### config.mk
export PLATFORM = sky130hd
export DESIGN_NAME = branch_ctrl
export DESIGN_NICKNAME = d
export VERILOG_FILES = /design/src/rtl/branch_ctrl.sv
export SDC_FILE = /design/constraint.sdc
export NUM_CORES = 1
export LEC_CHECK = 0
export BUFFER_PORTS_ARGS = -buffer_cell sky130_fd_sc_hd__buf_2
export CAP_MARGIN = 20
export CORE_MARGIN = 4
export CORE_UTILIZATION = 50
export DETAILED_ROUTE_END_ITERATION = 10
export PLACE_DENSITY = 0.67
export SKIP_LAST_GASP = 1
export SYNTH_ARGS = -nofsm -noshare
export SYNTH_HDL_FRONTEND = slang
export SYNTH_SLANG_ARGS = --single-unit
### constraint.sdc
create_clock -name Clk -period 4.2 [get_ports Clk]
set_clock_uncertainty 0.05 [all_clocks]
set_input_delay 0.21 -clock Clk [delete_from_list [all_inputs] [get_ports Clk]]
set_output_delay 0.21 -clock Clk [all_outputs]
set_load 0.05 [all_outputs]
### src/rtl/branch_ctrl.sv
// rtl/branch_ctrl.sv - branch target resolution with LUT and return-address stack
module branch_ctrl #(
  parameter int T = 10,
  parameter int D = 8,
  parameter int L = 4
) (
  input  logic                   Clk,
  input  logic                   Reset,
  input  logic                   Start,
  input  logic [T-1:0]           ProgCtr,
  input  logic [2:0]             BrOp,
  input  logic [L-1:0]           BrIdx,
  input  logic                   FlagIn,
  input  logic                   LutWe,
  input  logic [L-1:0]           LutWIdx,
  input  logic [T-1:0]           LutWData,
  output logic                   BranchAbs,
  output logic                   BranchRelEn,
  output logic                   ALU_flag,
  output logic [T-1:0]           Target,
  output logic [$clog2(D+1)-1:0] Depth,
  output logic                   StackErr
);

  localparam int DW = $clog2(D + 1);
  localparam int PW = $clog2(D);

  localparam logic [2:0] OP_JMP  = 3'd1;
  localparam logic [2:0] OP_BRU  = 3'd2;
  localparam logic [2:0] OP_BRC  = 3'd3;
  localparam logic [2:0] OP_CALL = 3'd4;
  localparam logic [2:0] OP_RET  = 3'd5;

  logic [T-1:0]  lut [2**L];
  logic [T-1:0]  stack [D];
  logic [DW-1:0] depth_q;
  logic          err_q;

  logic          full;
  logic          empty;
  logic [T-1:0]  lut_rd;
  logic [T-1:0]  tos;
  logic          do_push;
  logic          do_pop;
  logic          set_err;

  assign full   = (depth_q == DW'(D));
  assign empty  = (depth_q == '0);
  assign lut_rd = lut[BrIdx];
  // Only meaningful when non-empty; RET guards on empty before using it.
  assign tos    = stack[PW'(depth_q - DW'(1))];

  assign Depth    = depth_q;
  assign StackErr = err_q;

  always_comb begin
    BranchAbs   = 1'b0;
    BranchRelEn = 1'b0;
    ALU_flag    = 1'b0;
    Target      = '0;
    do_push     = 1'b0;
    do_pop      = 1'b0;
    set_err     = 1'b0;
    if (!Reset && !Start) begin
      case (BrOp)
        OP_JMP: begin
          BranchAbs = 1'b1;
          Target    = lut_rd;
        end
        OP_BRU: begin
          BranchRelEn = 1'b1;
          ALU_flag    = 1'b1;
          Target      = ProgCtr + lut_rd;
        end
        OP_BRC: begin
          BranchRelEn = 1'b1;
          ALU_flag    = FlagIn;
          Target      = ProgCtr + lut_rd;
        end
        OP_CALL: begin
          if (!full) begin
            BranchAbs = 1'b1;
            Target    = lut_rd;
            do_push   = 1'b1;
          end else begin
            set_err = 1'b1;
          end
        end
        OP_RET: begin
          if (!empty) begin
            BranchAbs = 1'b1;
            Target    = tos;
            do_pop    = 1'b1;
          end else begin
            set_err = 1'b1;
          end
        end
        default: ;
      endcase
    end
  end

  always_ff @(posedge Clk) begin
    if (Reset) begin
      depth_q <= '0;
      err_q   <= 1'b0;
      for (int i = 0; i < 2**L; i++) lut[i] <= '0;
    end else begin
      // LUT writes stay live during Start so a program image can be loaded.
      if (LutWe) lut[LutWIdx] <= LutWData;
      if (Start) begin
        depth_q <= '0;
        err_q   <= 1'b0;
      end else begin
        if (do_push) depth_q <= depth_q + DW'(1);
        if (do_pop)  depth_q <= depth_q - DW'(1);
        if (set_err) err_q   <= 1'b1;
      end
    end
  end

  // Stack storage needs no reset: entries above the pointer are never read.
  always_ff @(posedge Clk) begin
    if (do_push) stack[depth_q[PW-1:0]] <= ProgCtr + T'(1);
  end

endmodule

# After elaboration in Yosys (flattened, before gate mapping)
# Memories as Yosys holds them, arrays and structs flattened.
# Cells that the tools add are included.
[op_classes]
add_sub_neg = 4
n_mul = 0
div_mod_pow = 0
order_cmp = 0
eq_ne = 6
shifts = 0
muxes = 32
n_bitwise = 0
reduce_logical = 8
[ops]
columns = ["op", "n"]
rows = [
  ["10-bit two-way mux", 4],
  ["10-bit case mux with 4 select lines", 1],
  ["1-bit two-way mux", 21],
  ["4-bit two-way mux", 3],
  ["10-bit by 1-bit adder with 10-bit output (second input constant)", 1],
  ["10-bit adder", 1],
  ["10-bit OR reduction", 1],
  ["3-bit by 2-bit equality test with 1-bit output (second input constant)", 2],
  ["3-bit equality test (second input constant)", 2],
  ["4-bit by 1-bit adder with 4-bit output (second input constant)", 1],
  ["4-bit equality test (second input constant)", 1],
  ["4-bit zero test", 1],
  ["1-bit case mux with 2 select lines", 2],
  ["2-bit OR reduction", 2],
  ["4-bit by 1-bit subtractor with 4-bit output (second input constant)", 1],
  ["3-bit by 1-bit equality test with 1-bit output (second input constant)", 1],
  ["1-bit case mux with 3 select lines", 1],
  ["1-bit zero test", 2],
  ["2-bit nonzero test", 1],
  ["1-bit logical AND", 1],
]
[word_totals]
reg_bits = 5
latchBits = 0
mem_bits_rw = 240
rom_bits = 0
inputBits = 36
out_inout_bits = 18
elab_cells = 54
memories = 2
[mem_list]
columns = ["name", "depth", "width", "rd", "rd_clocked_by_memory_dff", "wr", "line", "rtl"]
rows = [
  ["lut", 16, 10, 1, 0, 16, "34", "logic [T-1:0] lut [2**L];"],
  ["stack", 8, 10, 1, 0, 1, "35", "logic [T-1:0] stack [D];"],
]

# Logic depth before layout (Yosys ltp)
# Gate-level depths: netlist (run 1).
[depth]
depth_word = 6
mapped_depth = 13
ltp_nobuf = 11

# Least setup slack after synthesis (run 1)
# OpenSTA, ideal clock, no wires.
[synth_timing]
path_kind = "input port to output port"
startpoint = "input port BrIdx[1]"
endpoint = "output port Target[8]"
arrival_ps = 3543
t_required_ps = 3940
path_slack_ps = 397
path_stages = 13
path_buffers = 2
cell_sequence = "buf_2 buf_1 mux4_2 mux4_2 ha_1 inv_1 fa_1 nor2b_1 o2111a_1 nor3_1 o21a_1 o21ai_0 a21oi_1"
[synth_between]
elab_chain_len = 4
word_cells_on_any_way = 5
classes_between = "1 x add/sub; 3 x mux; 1 x memory"
[synth_rtl]
columns = ["item", "line", "rtl"]
rows = [
  ["from (decl)", "12", "input logic [L-1:0] BrIdx,"],
  ["memory 16 x 10 bit *", "n/a", ""],
  ["10-bit adder / 10-bit two-way mux (equally long branches)", "73, 78, 81", ""],
  ["10-bit case mux with 4 select lines *", "65", "case (BrOp)"],
  ["10-bit two-way mux *", "64", "if (!Reset && !Start) begin"],
  ["to (decl)", "20", "output logic [T-1:0] Target,"],
]
# Every way passes the cells marked *; elsewhere a longest branch is shown, timed or not.

# Worst setup path after layout (run 1)
[layout_timing]
startpoint = "memory lut[15][0]"
endpoint = "output port Target[8]"
[layout_between]
elab_chain_len = 4
[layout_rtl]
columns = ["item", "line"]
rows = [
  ["from (decl)", "34"],
  ["memory 16 x 10 bit", "n/a"],
  ["10-bit adder", "73, 78"],
  ["10-bit case mux with 4 select lines", "65"],
  ["10-bit two-way mux", "64"],
]
# Every way passes these cells.

==> results of run 1 <==
flip-flops by register name, indices dropped and copies added, names as in the netlist:
| name | flops |
|---|---|
| lut | 160 |
| stack | 80 |
| Depth | 4 |
| StackErr | 1 |
report_power, final:
group          switching [mW]  leakage [nW]  internal, mW  total [mW]
combinational           0.317          1.92         0.217       0.534
sequential             0.0317          2.29          2.78        2.81
clock                   0.938         0.409          1.31        2.24
synth_stat cells, types with 2 or more instances:
cell type  instances
buf_2              5
a221oi_1           3
or3_1              5
and3_1             2
nand3_1            6
o22ai_1            3
o211ai_1           2
nand2_1           12
mux2i_1           11
xnor2_1           10
ha_1              13
o21ai_1            2
buf_1              2
a211oi_1           3
a222oi_1           2
nor3_1            14
nor2b_1            6
dfxtp_1            5
edfxtp_1         240
clkbuf_1          38
inv_1              7
or2_2             16
mux4_2            69
nand2b_1           8
nand4_1            2
a21oi_1           11
and2_1           161
nor2_1            41
mux2_2             2
buf_6              3
o21ai_0            7
xor2_1             7
tightest hold or removal path, cell delays in order:
cell and delay (ns):
buf_2 0.09, or2_1 0.25, nor2_1 0.08
worst paths after layout:
kind         startpoint           to  slack, ns  cells after the start
max          lut[15][0]    Target[8]       0.14                     12
min               Start     StackErr       0.10                      3
max reg2reg    Depth[1]  stack[0][6]       1.55                      7
min reg2reg    StackErr     StackErr       0.43                      2
metrics by stage:
stage	utilization [%]	instance area (µm²)	power, mW	setup slack [ns]
3_5_place_dp	53.7	12100	3.39	0.229
3_3_place_gp	53.7	12100	3.37	0.285
5_1_grt	57.4	13000	5.78	0.0121
4_1_cts	57.4	13000	5.62	0.0124
6_report	57.4	13000	5.59	0.142
2_1_floorplan	-	11500	3.20	0.397
timing repair:
| action | CTS | global route |
|---|---|---|
| resized for setup | 1 | 6 |
| buffers inserted | 0 | 0 |
| setup endpoints to repair | 1 | 3 |
| pin swaps | 0 | 2 |
area by class of cell:
type | instances | share of cell area [%]
Multi-Input combinational cell | 435 | 30.2
Clock buffer | 34 | 5.40
Clock inverter | 16 | 1.03
Tap cell | 285 | 2.74
Inverter | 7 | 0.202
Sequential cell | 245 | 56.2
Timing Repair Buffer | 86 | 4.27
logic make-up (layout without fill, tap and decap cells):
kind of cell / after synthesis / count (layout) / synth area share, %
muxes: 82 / 82 / 14.7
buffers and inverters: 57 / 143 / 2.29
xor gates and xnor gates: 18 / 18 / 1.44
DFF: 245 / 245 / 63.7
and+or+nand+nor: 277 / 277 / 13.8
adders and majority gates: 14 / 14 / 1.59
AOI/OAI and AO/OA: 44 / 44 / 2.57
per-layer routing:
| layer | up-vias | global-route usage [%] |
|---|---|---|
| met3 | 66 | 3.03 |
| met5 | - | 0 |
| met2 | 258 | 36.1 |
| li1 | 2916 | - |
| met1 | 3391 | 29.4 |
| met4 | 0 | 7.61 |
cell usage in the layout (no fill, tap or decap), types with 8 or more instances in the layout:
master / instances
edfxtp_1: 240
and2_1: 161
mux4_2: 69
buf_2: 51
nor2_1: 41
buf_4: 32
clkbuf_16: 27
or2_2: 16
nor3_1: 13
ha_1: 13
nand2_1: 12
mux2i_1: 11
xnor2_1: 10
a21oi_1: 10
nand2b_1: 8
==> flow_metrics.env, run 1 <==
export IMPL_grt_antenna_before_repair=0
export IMPL_tightest_slew_ns=0.871
export IMPL_clk_path_buf_depth=3
export IMPL_ios=54
export IMPL_fin_setup_tns_ns=0
export IMPL_rsz0062_at_grt="false"
export IMPL_die_area_um2=25400
export IMPL_yosysWarnings=0
export IMPL_multi_input_area_um2=3920
export IMPL_wl_met3_mm=1.62
export IMPL_wl_per_cell_um=24.6
export IMPL_cts_hold_buf=0
export IMPL_start_kind="flip-flop"
export IMPL_numCtsBuffers=27
export IMPL_cp_top_family="multiplexers"
export IMPL_avgSynthCellArea_um2=15.6
export IMPL_place_congestion=0.896
export IMPL_first_pass_iters=5
export IMPL_drv_cap=0
export IMPL_p_leak_nw=4.61
export IMPL_die_y_um=160
export IMPL_path_clk_slew_ns=0.06
export IMPL_cp_required_ns=3.94
export IMPL_grt_overflow_total=0
export IMPL_ys_async_sr_fraction_pct=0
export IMPL_initial_core_util_pct=50.7
export IMPL_setup_viol=0
export IMPL_syn_num_nets=787
export IMPL_crit_path_frequent_cell="mux4_2"
export IMPL_grt_pass1_vias=6803
export IMPL_synthToLayoutAreaGrowth_pct=13.3
export IMPL_yosysSeqAreaShare_pct=63.7
export IMPL_slew_viol_final=0
export IMPL_ys_top_cells_by_area="edfxtp_1, mux4_2, and2_1, ha_1, nor2_1"
export IMPL_path_cells="mux4_2, mux4_2, ha_1, inv_1, fa_1, nor2b_1, o2111a_1, nor3_2, o21a_1, o21ai_0, a21oi_1, buf_4"
export IMPL_wl_met2_mm=13.4
export IMPL_syn_inst=737
export IMPL_slew_headroom_pct=41.5
export IMPL_layout_drive_gt1_share_pct=26.2
export IMPL_hold_viol=0
export IMPL_crit_buf_inv=2
export IMPL_cts_root_buf="clkbuf_16"
export IMPL_vdd_drop_max_mv=0.323
export IMPL_clock_latency_ns=0.53
export IMPL_worstSetupPathType="reg -> out"
export IMPL_synth_edf_count=240
export IMPL_finalCriticalPeriod_ns=4.06
export IMPL_ys_ff_latch=245
export IMPL_antennaDiodeCount=0
export IMPL_status="completed"
export IMPL_grt_max_degree=28
export IMPL_grt_total_usage_pct=21.6
export IMPL_routed_top_layer="met4"
export IMPL_cp_end_kind="primary output"
export IMPL_drt_iter0_drc=701
export IMPL_yosys_area_top_type="edfxtp_1"
export IMPL_place_port_buffers=53
export IMPL_core_um2=22600
export IMPL_power_density_nw_per_um2=430
export IMPL_netlist_area_leader_share_pct=62.8
export IMPL_placed_cells=1058
export IMPL_drc=0
export IMPL_stdcell_count=1108
export IMPL_finalCritPeriodShare_pct=96.6
export IMPL_avgViaCountPerCell=5.98
export IMPL_worstPathArrival_ns=3.80
export IMPL_grt_pass1_wl_mm=42.1
export IMPL_fin_hold_ws_ns=0.102
export IMPL_cts_sinks=245
export IMPL_fp_row_count=55
export IMPL_synth_area_um2=11500
export IMPL_drt_total_wl_mm=27.2
export IMPL_hold_path_class="in -> reg"
export IMPL_worst_path_largest_cell_delay_ns=0.55
export IMPL_seq_area_um2=7310
export IMPL_cp_max_fo=3
export IMPL_dp_hpwl_mm=18.8
export IMPL_antenna_left=0
export IMPL_nFillCells=1743
export IMPL_wl_met1_mm=11.1
export IMPL_fmax_mhz=246
export IMPL_die_w_um=160
export IMPL_htreeDepth=1
export IMPL_cts_tree="built"
export IMPL_nets=852
export IMPL_num_vias=6631
export IMPL_synth_distinct_cells=51
export IMPL_crit_slowest_cell="mux4_2"
export IMPL_synth_ff_type="edfxtp_1"
(Power assumes the default switching activity.)
==> inputs of run 2 (changes only) <==
Settings changed: CORE_MARGIN 4 to default, CTS_BUF_LIST from default to sky130_fd_sc_hd__clkbuf_4, SLEW_MARGIN from default to 25.
==> run 2 against run 1 <==
  * Core utilization grew 0.18 points
  * Worst hold slack lost 0.071 ns
  * Maximum frequency shrank 1.3%
  * Cell count grew 5.8%
  * First-iteration DRC count shrank 23%
  * Critical path depth is the same
  * Cell area is the same
  * Combinational power grew 4.7%
  * Clock-buffer cell count grew 44
  * Highest routed layer unchanged
==> flow_metrics.env, run 2 (synthesized netlist as in run 1, its figures left out) <==
export IMPL_status="completed"
export IMPL_placement_cell_area_um2=12100
export IMPL_synthToLayoutAreaGrowth_pct=13.3
export IMPL_largest_reg_flops=160
export IMPL_fin_setup_tns_ns=0
export IMPL_slew_headroom_pct=34.1
export IMPL_stdcell_count=1172
export IMPL_cts_tree="built"
export IMPL_tightest_slew_ns=0.982
export IMPL_clk_path_buf_depth=3
export IMPL_num_vias=6807
export IMPL_place_port_buffers=53
export IMPL_min_to="stack[4][8]"
export IMPL_cp_end_kind="primary output"
export IMPL_slew_viol_final=0
export IMPL_final_cell_mix="edfxtp_1, and2_1, clkbuf_4"
export IMPL_cts_sinks=245
export IMPL_setup_viol=0
export IMPL_first_pass_iters=5
export IMPL_drv_cap=0
export IMPL_hold_start="ProgCtr[8]"
export IMPL_grt_max_degree=26
export IMPL_path_clk_slew_ns=0.07
export IMPL_reg2regPathDepth=7
export IMPL_die_w_um=154
export IMPL_die_area_um2=23600
export IMPL_avgViaCountPerCell=5.81
export IMPL_grt_pass1_wl_mm=41.2
export IMPL_worstPathArrival_ns=3.85
export IMPL_ios=54
export IMPL_drt_iter0_drc=543
export IMPL_layout_drive_gt1_share_pct=29.5
export IMPL_grt_pass1_vias=6841
export IMPL_vdd_drop_max_mv=0.230
export IMPL_wl_met2_mm=13.3
export IMPL_grt_total_usage_pct=23.9
export IMPL_die_y_um=154
export IMPL_fp_row_count=55
export IMPL_reg2reg_from="Depth[1]"
export IMPL_numCtsBuffers=60
export IMPL_hold_depth=2
export IMPL_fin_hold_ws_ns=0.0306
export IMPL_rsz0062_at_grt="true"
export IMPL_nFillCells=1773
export IMPL_power_mw=5.23
export IMPL_routed_top_layer="met4"
export IMPL_finalCritPeriodShare_pct=97.9
export IMPL_p_leak_nw=4.65
export IMPL_drt_total_wl_mm=27.9
export IMPL_nets=893
export IMPL_finalCriticalPeriod_ns=4.11
export IMPL_stdcell_area_um2=13000
export IMPL_cp_max_fo=3
export IMPL_grt_overflow_total=0
export IMPL_mostFrequentLayoutCell="edfxtp_1"
export IMPL_wl_per_cell_um=23.8
export IMPL_top_register="lut"
export IMPL_dp_hpwl_mm=18.9
export IMPL_cts_root_buf="clkbuf_4"
export IMPL_place_congestion=0.865
export IMPL_wl_met1_mm=12.0
export IMPL_r2r_slack_ns=1.10
export IMPL_hold_path_class="in -> reg"
export IMPL_worstSetupPathType="reg -> out"
export IMPL_htreeDepth=2
export IMPL_cp_required_ns=3.94
export IMPL_start_kind="flip-flop"
export IMPL_antenna_left=0
export IMPL_reg2reg_to="stack[1][5]"
export IMPL_grt_antenna_before_repair=1
export IMPL_placed_cells=1049
export IMPL_clock_latency_ns=0.68
export IMPL_wl_met3_mm=2.15
export IMPL_power_density_nw_per_um2=402
export IMPL_core_um2=22600
export IMPL_hold_viol=0
export IMPL_fmax_mhz=243
export IMPL_seq_area_um2=7310
export IMPL_drc=0
export IMPL_multi_input_area_um2=3960
export IMPL_initial_core_util_pct=50.9
==> run 2: cell count changes in the layout (fill, tap and decap cells not counted), sizes merged <==
cell         delta
clkbuf         +45
clkinvlp        -1
dlygate4sd3    +15
diode           +1
bufinv          -1
clkinv         +12
buf             -8
inv             +1
==> run 2: per-layer routing <==
layer / global-route usage [%] / vias up
met5: 0 / -
met4: 6.90 / 0
met3: 5.69 / 34
met2: 37.6 / 290
met1: 33.6 / 3451
li1: - / 3032
==> run 2: critical path: stages, from the launching register on <==
cell,delay [ns]
edfxtp_1,0.39
mux4_2,0.53
mux4_2,0.52
ha_2,0.22
inv_1,0.08
fa_2,0.21
nor2b_1,0.06
o2111a_1,0.28
nor3_2,0.16
xnor2_1,0.11
a221oi_2,0.29
nor2_1,0.08
clkbuf_4,0.22
==> run 2: area by class of cell <==
type                       count  area share [%]
sequential                   245            56.2
multi-input combinational    435            30.5
timing repair buffer          94            4.85
clock buffer                  78            4.50
tap                          285            2.74
clock inverter                27            1.01
inverter                       7           0.202
antenna                        1          0.0192
==> run 2: worst max-delay path by stage <==
stage	start	slack [ns]	end	cells after the start
after floorplan	BrIdx[1]	0.40	Target[8]	13
after global placement	BrIdx[0]	0.49	Target[9]	12
after detailed placement	BrIdx[0]	0.44	Target[9]	12
after CTS	lut[11][1]	-0.02	Target[9]	10
after global routing	lut[11][0]	-0.07	Target[6]	12
final	lut[11][0]	0.09	Target[6]	12
==> run 2: through the flow <==
step	setup slack [ns]	util, %
2_1_floorplan	0.397	-
3_3_place_gp	0.488	53.4
3_5_place_dp	0.435	53.4
4_1_cts	-0.0198	57.3
5_1_grt	-0.0686	57.6
6_report	0.0884	57.6
==> run 2: repair_timing <==
action | in CTS | in global routing
cloned | 0 | 0
buffers inserted | 0 | 2
hold endpoints to repair | 108 | 0
resized for setup | 2 | 12
endpoints found under the setup margin | 2 | 4
hold buffers | 15 | 0
pin swaps | 0 | 3
==> run 2: where the power goes <==
group	internal (mW)	switching, mW	leakage (nW)
logic	0.234	0.324	1.93
registers	2.78	0.0315	2.29
clock network	0.929	0.936	0.426
